<file path="src/rtl/moving_average_decimator.sv">
// moving_average_decimator: integrate-and-dump decimator behind MovingAverage2.
// Averages blocks of 2^LOG2_DECIM signed 8-bit samples into one signed 8-bit
// result. Results wait in a FIFO_DEPTH-entry queue with a valid/ready output.
// A result that arrives when the queue is full is dropped and counted.
// Optional macro MAVG_DECIM_ROUND_EN: round half toward +inf instead of floor.
module moving_average_decimator #(
  parameter int LOG2_DECIM = 2,
  parameter int FIFO_DEPTH = 4
) (
  input  logic              system1000,
  input  logic              system1000_rstn,
  input  logic signed [7:0] avg_i,
  input  logic              avg_valid_i,
  output logic signed [7:0] dec_o,
  output logic              dec_valid_o,
  input  logic              dec_ready_i,
  output logic [7:0]        drop_cnt_o
);

  localparam int L   = LOG2_DECIM;
  localparam int AW  = 8 + L;
  localparam int PHW = (L == 0) ? 1 : L;
  localparam int PW  = (FIFO_DEPTH > 1) ? $clog2(FIFO_DEPTH) : 1;
  localparam int CW  = PW + 1;
  localparam logic [PHW-1:0] PH_LAST = PHW'((1 << L) - 1);

  // ---------------- integrate-and-dump ----------------
  logic [PHW-1:0]        ph;
  logic signed [AW-1:0]  acc;
  logic signed [AW:0]    sum, sum_adj;
  logic signed [7:0]     res_d, res_q;
  logic                  push_q;
  logic                  last;

  assign last = (ph == PH_LAST);

  // Block sum including the current sample; one guard bit keeps the rounding add exact.
  always_comb begin
    sum = {acc[AW-1], acc} + {{(L + 1){avg_i[7]}}, avg_i};
`ifdef MAVG_DECIM_ROUND_EN
    sum_adj = sum + (AW + 1)'((1 << L) >> 1);
`else
    sum_adj = sum;
`endif
    res_d = 8'(sum_adj >>> L);
  end

  // Accumulate accepted samples; on the block's last sample register the mean for the queue.
  always_ff @(posedge system1000 or negedge system1000_rstn) begin
    if (!system1000_rstn) begin
      ph     <= '0;
      acc    <= '0;
      res_q  <= '0;
      push_q <= 1'b0;
    end else begin
      push_q <= 1'b0;
      if (avg_valid_i) begin
        if (last) begin
          ph     <= '0;
          acc    <= '0;
          res_q  <= res_d;
          push_q <= 1'b1;
        end else begin
          ph  <= ph + PHW'(1);
          acc <= sum[AW-1:0];
        end
      end
    end
  end

  // ---------------- output queue ----------------
  logic signed [7:0] mem [FIFO_DEPTH];
  logic [PW-1:0]     wr_ptr, rd_ptr, rd_n;
  logic [CW-1:0]     cnt, cnt_n, cnt_left;
  logic              pop, full, push_ok, drop;
  logic signed [7:0] head_n;

  assign pop     = dec_valid_o & dec_ready_i;
  assign full    = (cnt == CW'(FIFO_DEPTH));
  assign push_ok = push_q & (~full | pop);
  assign drop    = push_q & full & ~pop;

  // Next-state queue view so dec_o/dec_valid_o can be registered with no bubble.
  always_comb begin
    cnt_left = cnt - CW'(pop);
    cnt_n    = cnt_left + CW'(push_ok);
    rd_n     = rd_ptr + PW'(pop);
    head_n   = '0;
    if (cnt_n == '0)         head_n = '0;
    else if (cnt_left == '0) head_n = res_q;   // queue drains and refills on the same edge
    else                     head_n = mem[rd_n];
  end

  // Queue storage; no reset needed because entries are only read once written.
  always_ff @(posedge system1000) begin
    if (push_ok) mem[wr_ptr] <= res_q;
  end

  // Queue pointers, registered head, and saturating drop counter.
  always_ff @(posedge system1000 or negedge system1000_rstn) begin
    if (!system1000_rstn) begin
      wr_ptr      <= '0;
      rd_ptr      <= '0;
      cnt         <= '0;
      dec_o       <= '0;
      dec_valid_o <= 1'b0;
      drop_cnt_o  <= '0;
    end else begin
      cnt         <= cnt_n;
      rd_ptr      <= rd_n;
      dec_o       <= head_n;
      dec_valid_o <= (cnt_n != '0);
      if (push_ok) wr_ptr <= wr_ptr + PW'(1);
      if (drop && drop_cnt_o != 8'hFF) drop_cnt_o <= drop_cnt_o + 8'd1;
    end
  end

endmodule
</file>
<file path="config.mk">
export PLATFORM = sky130hd
export DESIGN_NAME = moving_average_decimator
export DESIGN_NICKNAME = d
export VERILOG_FILES = /design/src/rtl/moving_average_decimator.sv
export SDC_FILE = /design/constraint.sdc
export NUM_CORES = 1
export LEC_CHECK = 0
export BUFFER_PORTS_ARGS = -buffer_cell sky130_fd_sc_hd__buf_2
export CAP_MARGIN = 20
export CORE_MARGIN = 2
export CORE_UTILIZATION = 53
export CTS_BUF_LIST = sky130_fd_sc_hd__clkbuf_16
export CTS_CLUSTER_SIZE = 10
export DETAILED_ROUTE_END_ITERATION = 8
export PLACE_DENSITY = 0.75
export SYNTH_ARGS = -nofsm -noshare
export SYNTH_HDL_FRONTEND = slang
export SYNTH_SLANG_ARGS = --single-unit
</file>
<file path="constraint.sdc">
create_clock -name system1000 -period 2.1 [get_ports system1000]
set_input_delay 0.42 -clock system1000 [delete_from_list [all_inputs] [get_ports system1000]]
set_output_delay 0.42 -clock system1000 [all_outputs]
set_load 0.01 [all_outputs]
</file>
==> impl_metrics.yaml, run 1 <==
synth:
  seq_area_frac_synth_pct: 59.5
  synth_warnings: 0
  synth-seq-cells: 77
  synth_edf_count: 32
  ys.flop_type: "dfrtp_1"
  synth_area_leaders: "dfrtp_1 (32%), edfxtp_1 (27%), ha_1 (7.1%)"
  synth_cells: 258
  syn_avg_cell_area_sq_um: 13.6
  synth_top_area_share_pct: 32.1
  yosysUniqueCellTypes: 43
  synth_area_sq_mm: 0.00351
  yosysTopAreaCell: "dfrtp_1"
  syn_nets: 291
  ys_async_sr_fraction_pct: 58.4
setup_path:
  worst-setup-path-type: "flip-flop to flip-flop"
  path_common_cell: "a211o_1"
  cp_max_fo: 3
  cp-end-kind: "flip-flop"
  critPathSlowestCell: "or4b_1"
  reg2reg_from: "acc[1]$_DFFE_PN0P_"
  critical_path.startpoint_type: "flip-flop"
  worstPathCellList: "ha_4, a211o_1, and4_1, a211o_1, o21ai_1, or4b_1, o311ai_1"
  crit_arrival_ps: 2310
  worstPathRequired_ps: 2330
  worst_r2r_path_depth: 7
  max_stage_delay_ps: 430
  r2r_end: "acc[9]$_DFFE_PN0P_"
  reg2reg_slack_ps: 20
cts:
  cts-root-buf: "clkbuf_16"
  tritoncts: "done"
  hold_buffers: 0
  cts_buffers: 9
  clock-sinks: 77
  clk_pin_slew_ps: 60
  clkLatencyLatePin_ps: 330
  clk_path_buf_depth: 2
  ctsHtreeMaxLevel: 3
global_route:
  grt_overflow: 0
  antenna_found_initial: 0
  grt_pass1_vias: 2174
  grt_use_total_pct: 18.6
  grt_pass1_wl_um: 10300
  grt_max_degree: 46
layout:
  antenna_cells: 0
  post-route-util_pct: 67.0
  area_delta_synth_final_pct: 22.0
  nFillCells: 458
  final_layout_size_suffix_gt1_share_pct: 30.8
  final_common_cell: "dfrtp_1"
  final_cell_mix: "dfrtp_1 (45), edfxtp_1 (32), buf_2 (28), buf_4 (22), inv_1 (18)"
  final_cells: 398
  fin_nets: 349
floorplanning:
  num_io_pins: 29
  core_region_area_sq_mm: 0.00639
  die_area_sq_mm: 0.00728
  rows: 29
  dieWidth_um: 85.3
  die_h_um: 85.3
  floorplan.initialDensity_pct: 54.9
timing:
  fin_ws_ps: 19.8
  slew_viol_final: 0
  relSlewSlack_pct: 62.5
  finalHoldViolations: 0
  setup_viol: 0
  fin_crit_ps: 2080
  rsz0062_at_grt: "true"
  clock_skew_ps: 5.70
  hold_ws_ps: 163
  worstMarginPinSlew_ps: 563
  fmax_ghz: 0.481
  fin_crit_sh_pct: 99.1
power:
  internal_power_uw: 4270
  leakagePower_uw: 0.00190
  switching_share_pct: 33.0
  pwr-share-comb_pct: 41.4
  switchingPower_uw: 2110
  p_clk_share_pct: 21.4
  ir_worst_vdd_mv: 0.934
  total_power_uw: 6380
  seqPwrFrac_pct: 37.2
  powerDensity_mw_per_mm2: 1490
place:
  place_congestion: 0.875
  dp_hpwl_um: 4170
  port_buffers: 28
  place_inst: 382
  pre_cts_slack_ps: -186
detailed_routing:
  postRouteAntennaNets: 0
  drt-vias-per-instance: 5.27
  wl_per_cell_um: 15.2
  drc: 0
  routed_wl_um: 6030
  dr_total_vias: 2098
  first_iter_violations: 145
  first_pass_iters: 4
outcome:
  status: "finished clean"
job:
  maxCapViolations: 0
worst_hold_path:
  hold_path_class: "input port to async pin"
## critical path, delay by kind of cell (launching register included)
kind | cells | cell delay (ps)
simple gates | 2 | 610
compound gates | 4 | 730
fa+ha+maj | 1 | 220
flops | 1 | 410
## through the flow
step,setup TNS [ps],cell area [sq um]
floorplan,0,3550
global placement,-598,3960
detailed placement,-826,3960
CTS,0,4250
global route,-128,4280
finish,0,4280
## sequential cells by signal (all words and copies together), names as in the netlist, 3 cells and up
register    cells
mem            32
cnt             3
acc            10
res_q           8
drop_cnt_o      8
dec_o           8
## logic make-up after synthesis
group           count (synthesis)  synth area share, %
compound gates                 38                 7.42
xor+xnor                       19                 5.14
fa+ha+maj                      21                 7.71
buf+inv                        22                 2.46
flops                          77                 59.5
mux                            23                 9.63
simple gates                   58                 8.13
## layout make-up
type                       count  area [sq um]  area share (%)
clock inverter                 7          36.3           0.848
multi-input combinational    159          1430            33.3
tap                           77          96.3            2.25
timing repair buffer          52           345            8.07
clock buffer                   9           225            5.26
inverter                      17          63.8            1.49
sequential                    77          2090            48.8
## worst max-delay path by stage
stage,from,endpoint,slack (ps),cells past startpoint
after CTS,acc[0]$_DFFE_PN0P_,acc[8]$_DFFE_PN0P_,8,9
after global placement,avg_i[0],acc[8]$_DFFE_PN0P_,-160,10
after global routing,acc[1]$_DFFE_PN0P_,acc[9]$_DFFE_PN0P_,-100,7
after detailed placement,avg_i[0],acc[8]$_DFFE_PN0P_,-190,10
final,acc[1]$_DFFE_PN0P_,acc[9]$_DFFE_PN0P_,20,7
after floorplan,avg_i[2],acc[9]$_DFFE_PN0P_,10,7
## synth_stat cells (3+ instances only)
cell type and count:
dfrtp_1 45, o21ai_0 9, mux2i_1 9, a21oi_1 6, o22ai_1 3, and2_1 5, xor2_1 9, ha_1 20
edfxtp_1 32, nor2b_1 3, and4_1 3, and3_1 4, nand2_1 17, nor2_1 17, xnor2_1 9, inv_1 17
nand3_1 3, o21a_1 4, mux2_2 6, mux4_2 8
## layer usage
layer | vias up | track usage (%) | wire length [um] | part of all wire (%)
li1 | 1046 | - | - | -
met1 | 1001 | 23.4 | 2730 | 45
met2 | 41 | 30.4 | 2960 | 49
met4 | 0 | 7.36 | 125 | 2.1
met3 | 10 | 5.84 | 220 | 3.6
met5 | - | 0 | 0 | 0
## timing repair
item / CTS / global route
pin swaps: 2 / 1
setup buffers: 0 / 0
gates resized for setup: 2 / 8
setup endpoints to repair: 2 / 13
## power by group through the flow
| stage | Sequential (uW) | Clock, uW | Combinational [uW] |
|---|---|---|---|
| 3_5_place_dp | 2380 | 0 | 2580 |
| 5_1_grt | 2430 | 1450 | 2930 |
| 3_3_place_gp | 2350 | 0 | 2500 |
| 6_report | 2370 | 1360 | 2640 |
| 4_1_cts | 2360 | 1390 | 2620 |
| 2_1_floorplan | 2360 | 0 | 1680 |
(Power assumes the default switching activity.)
==> run 2, diff against run 1 <==
- RECOVER_POWER: not set -> 25
==> run 2 against run 1 <==
Sequential power about the same. Critical path depth is the same. Register-to-register slack about the same. Routed wire length about the same. Clock skew unchanged. Clock power about the same. Final cell count is the same. Utilization is essentially flat. Die area unchanged. First-iteration DRC count stayed put. Largest power group unchanged.
==> impl_metrics.yaml, run 2 (synthesis gave the netlist of run 1 again) <==
timing:
  finalHoldViolations: 0
  setup_viol: 0
  fin_ws_ps: 19.8
  fin_crit_ps: 2080
  relSlewSlack_pct: 27.1
  hold_ws_ps: 370
  clock_skew_ps: 5.70
  fin_crit_sh_pct: 99.1
  fmax_ghz: 0.481
  worstMarginPinSlew_ps: 1090
  rsz0062_at_grt: "true"
  slew_viol_final: 0
setup_path:
  cp_max_fo: 3
  crit_arrival_ps: 2310
  worstPathRequired_ps: 2330
  cp-end-kind: "flip-flop"
  reg2reg_from: "acc[1]$_DFFE_PN0P_"
  critical_path.startpoint_type: "flip-flop"
  worst-setup-path-type: "flip-flop to flip-flop"
  critPathLaunch: "acc[1]$_DFFE_PN0P_"
global_route:
  grt_pass1_vias: 2174
  grt_use_total_pct: 18.6
  grt_overflow: 0
  grt_pass1_wl_um: 10300
  antenna_found_initial: 0
  grt_max_degree: 46
outcome:
  status: "finished clean"
cts:
  hold_buffers: 0
  ctsHtreeMaxLevel: 3
  clkLatencyLatePin_ps: 330
  clk_pin_slew_ps: 60
  cts-root-buf: "clkbuf_16"
  clk_path_buf_depth: 2
  tritoncts: "done"
  cts_buffers: 9
  clock-sinks: 77
  post_cts_buffers: 0
layout:
  largest_reg_flops: 32
  final_cells: 398
  post-route-util_pct: 67.0
  fin_nets: 349
  final_cell_mix: "dfrtp_1 (45), edfxtp_1 (32), buf_2 (28), buf_4 (21), inv_1 (18)"
  reg.largest.list: "mem x32, acc x10"
  regMostFlops: "mem"
  final_layout_size_suffix_gt1_share_pct: 30.8
  area_delta_synth_final_pct: 21.9
  final_common_cell: "dfrtp_1"
  nFillCells: 459
  antenna_cells: 0
place:
  dp_hpwl_um: 4170
  place_inst: 382
  place_congestion: 0.875
  port_buffers: 28
  pre_cts_slack_ps: -186
power:
  ir_worst_vdd_mv: 0.931
  powerDensity_mw_per_mm2: 1490
  leakagePower_uw: 0.00190
detailed_routing:
  drc: 0
  first_pass_iters: 4
  wl_met2_um: 2970
  wl_met1_um: 2720
  top_layer_used: "met4"
  drt-vias-per-instance: 5.28
  postRouteAntennaNets: 0
  wl_met3_um: 220
  first_iter_violations: 145
  routed_wl_um: 6030
  dr_total_vias: 2101
  wl_per_cell_um: 15.1
floorplanning:
  die_area_sq_mm: 0.00728
  dieWidth_um: 85.3
  rows: 29
  floorplan.initialDensity_pct: 54.9
  num_io_pins: 29
  die_h_um: 85.3
  core_region_area_sq_mm: 0.00639
worst_hold_path:
  hold_path_class: "input port to async pin"
job:
  maxCapViolations: 0
run 2: power breakdown:
group          total [uW]  internal (uW)  switching, uW
logic                2640           1410           1230
clock network        1360            782            580
registers            2370           2080            294
run 2: final cells by class:
| type | instances | area [sq um] | share of cell area, % |
|---|---|---|---|
| Clock buffer | 9 | 225 | 5.27 |
| Inverter | 17 | 63.8 | 1.49 |
| Sequential cell | 77 | 2090 | 48.8 |
| Tap cell | 77 | 96.3 | 2.25 |
| Multi-Input combinational cell | 159 | 1430 | 33.3 |
| Timing Repair Buffer | 52 | 343 | 8.02 |
| Clock inverter | 7 | 36.3 | 0.848 |
run 2: final timing paths:
| check | endpoint | slack, ps | cells past startpoint |
|---|---|---|---|
| setup / recovery | acc[9]$_DFFE_PN0P_ | 20 | 7 |
| hold / removal | dec_valid_o$_DFF_PN0_ | 370 | 2 |
| setup reg to reg | acc[9]$_DFFE_PN0P_ | 20 | 7 |
| hold reg to reg | drop_cnt_o[6]$_DFFE_PN0P_ | 490 | 1 |
| max in group asynchronous | res_q[3]$_DFFE_PN0P_ | 1050 | 2 |
| min in group system1000 | acc[0]$_DFFE_PN0P_ | 480 | 3 |
run 2: what timing repair did:
item,CTS,global route
gates resized for setup,2,8
setup endpoints to repair,2,13
endpoints found under the hold margin,0,0
pin swaps,2,1
run 2: stage by stage:
stage                     cell area, sq um  TNS [ps]  total power, uW
final                                 4280         0             6380
after global routing                  4280      -128             6810
after CTS                             4250         0             6370
after global placement                3960      -598             4850
after detailed placement              3960      -826             4960
after floorplan                       3550         0             4040
run 2: metal layers:
metal	vias up	track usage (%)
met4	0	7.36
met3	10	5.84
met2	41	30.4
li1	1046	-
met5	-	0
met1	1004	23.4
run 2: critical path, stage by stage (launching register included):
cell and delay, ps:
dfrtp_1 410, ha_4 220, a211o_1 270, and4_1 180
a211o_1 250, o21ai_1 110, or4b_1 430, o311ai_1 100
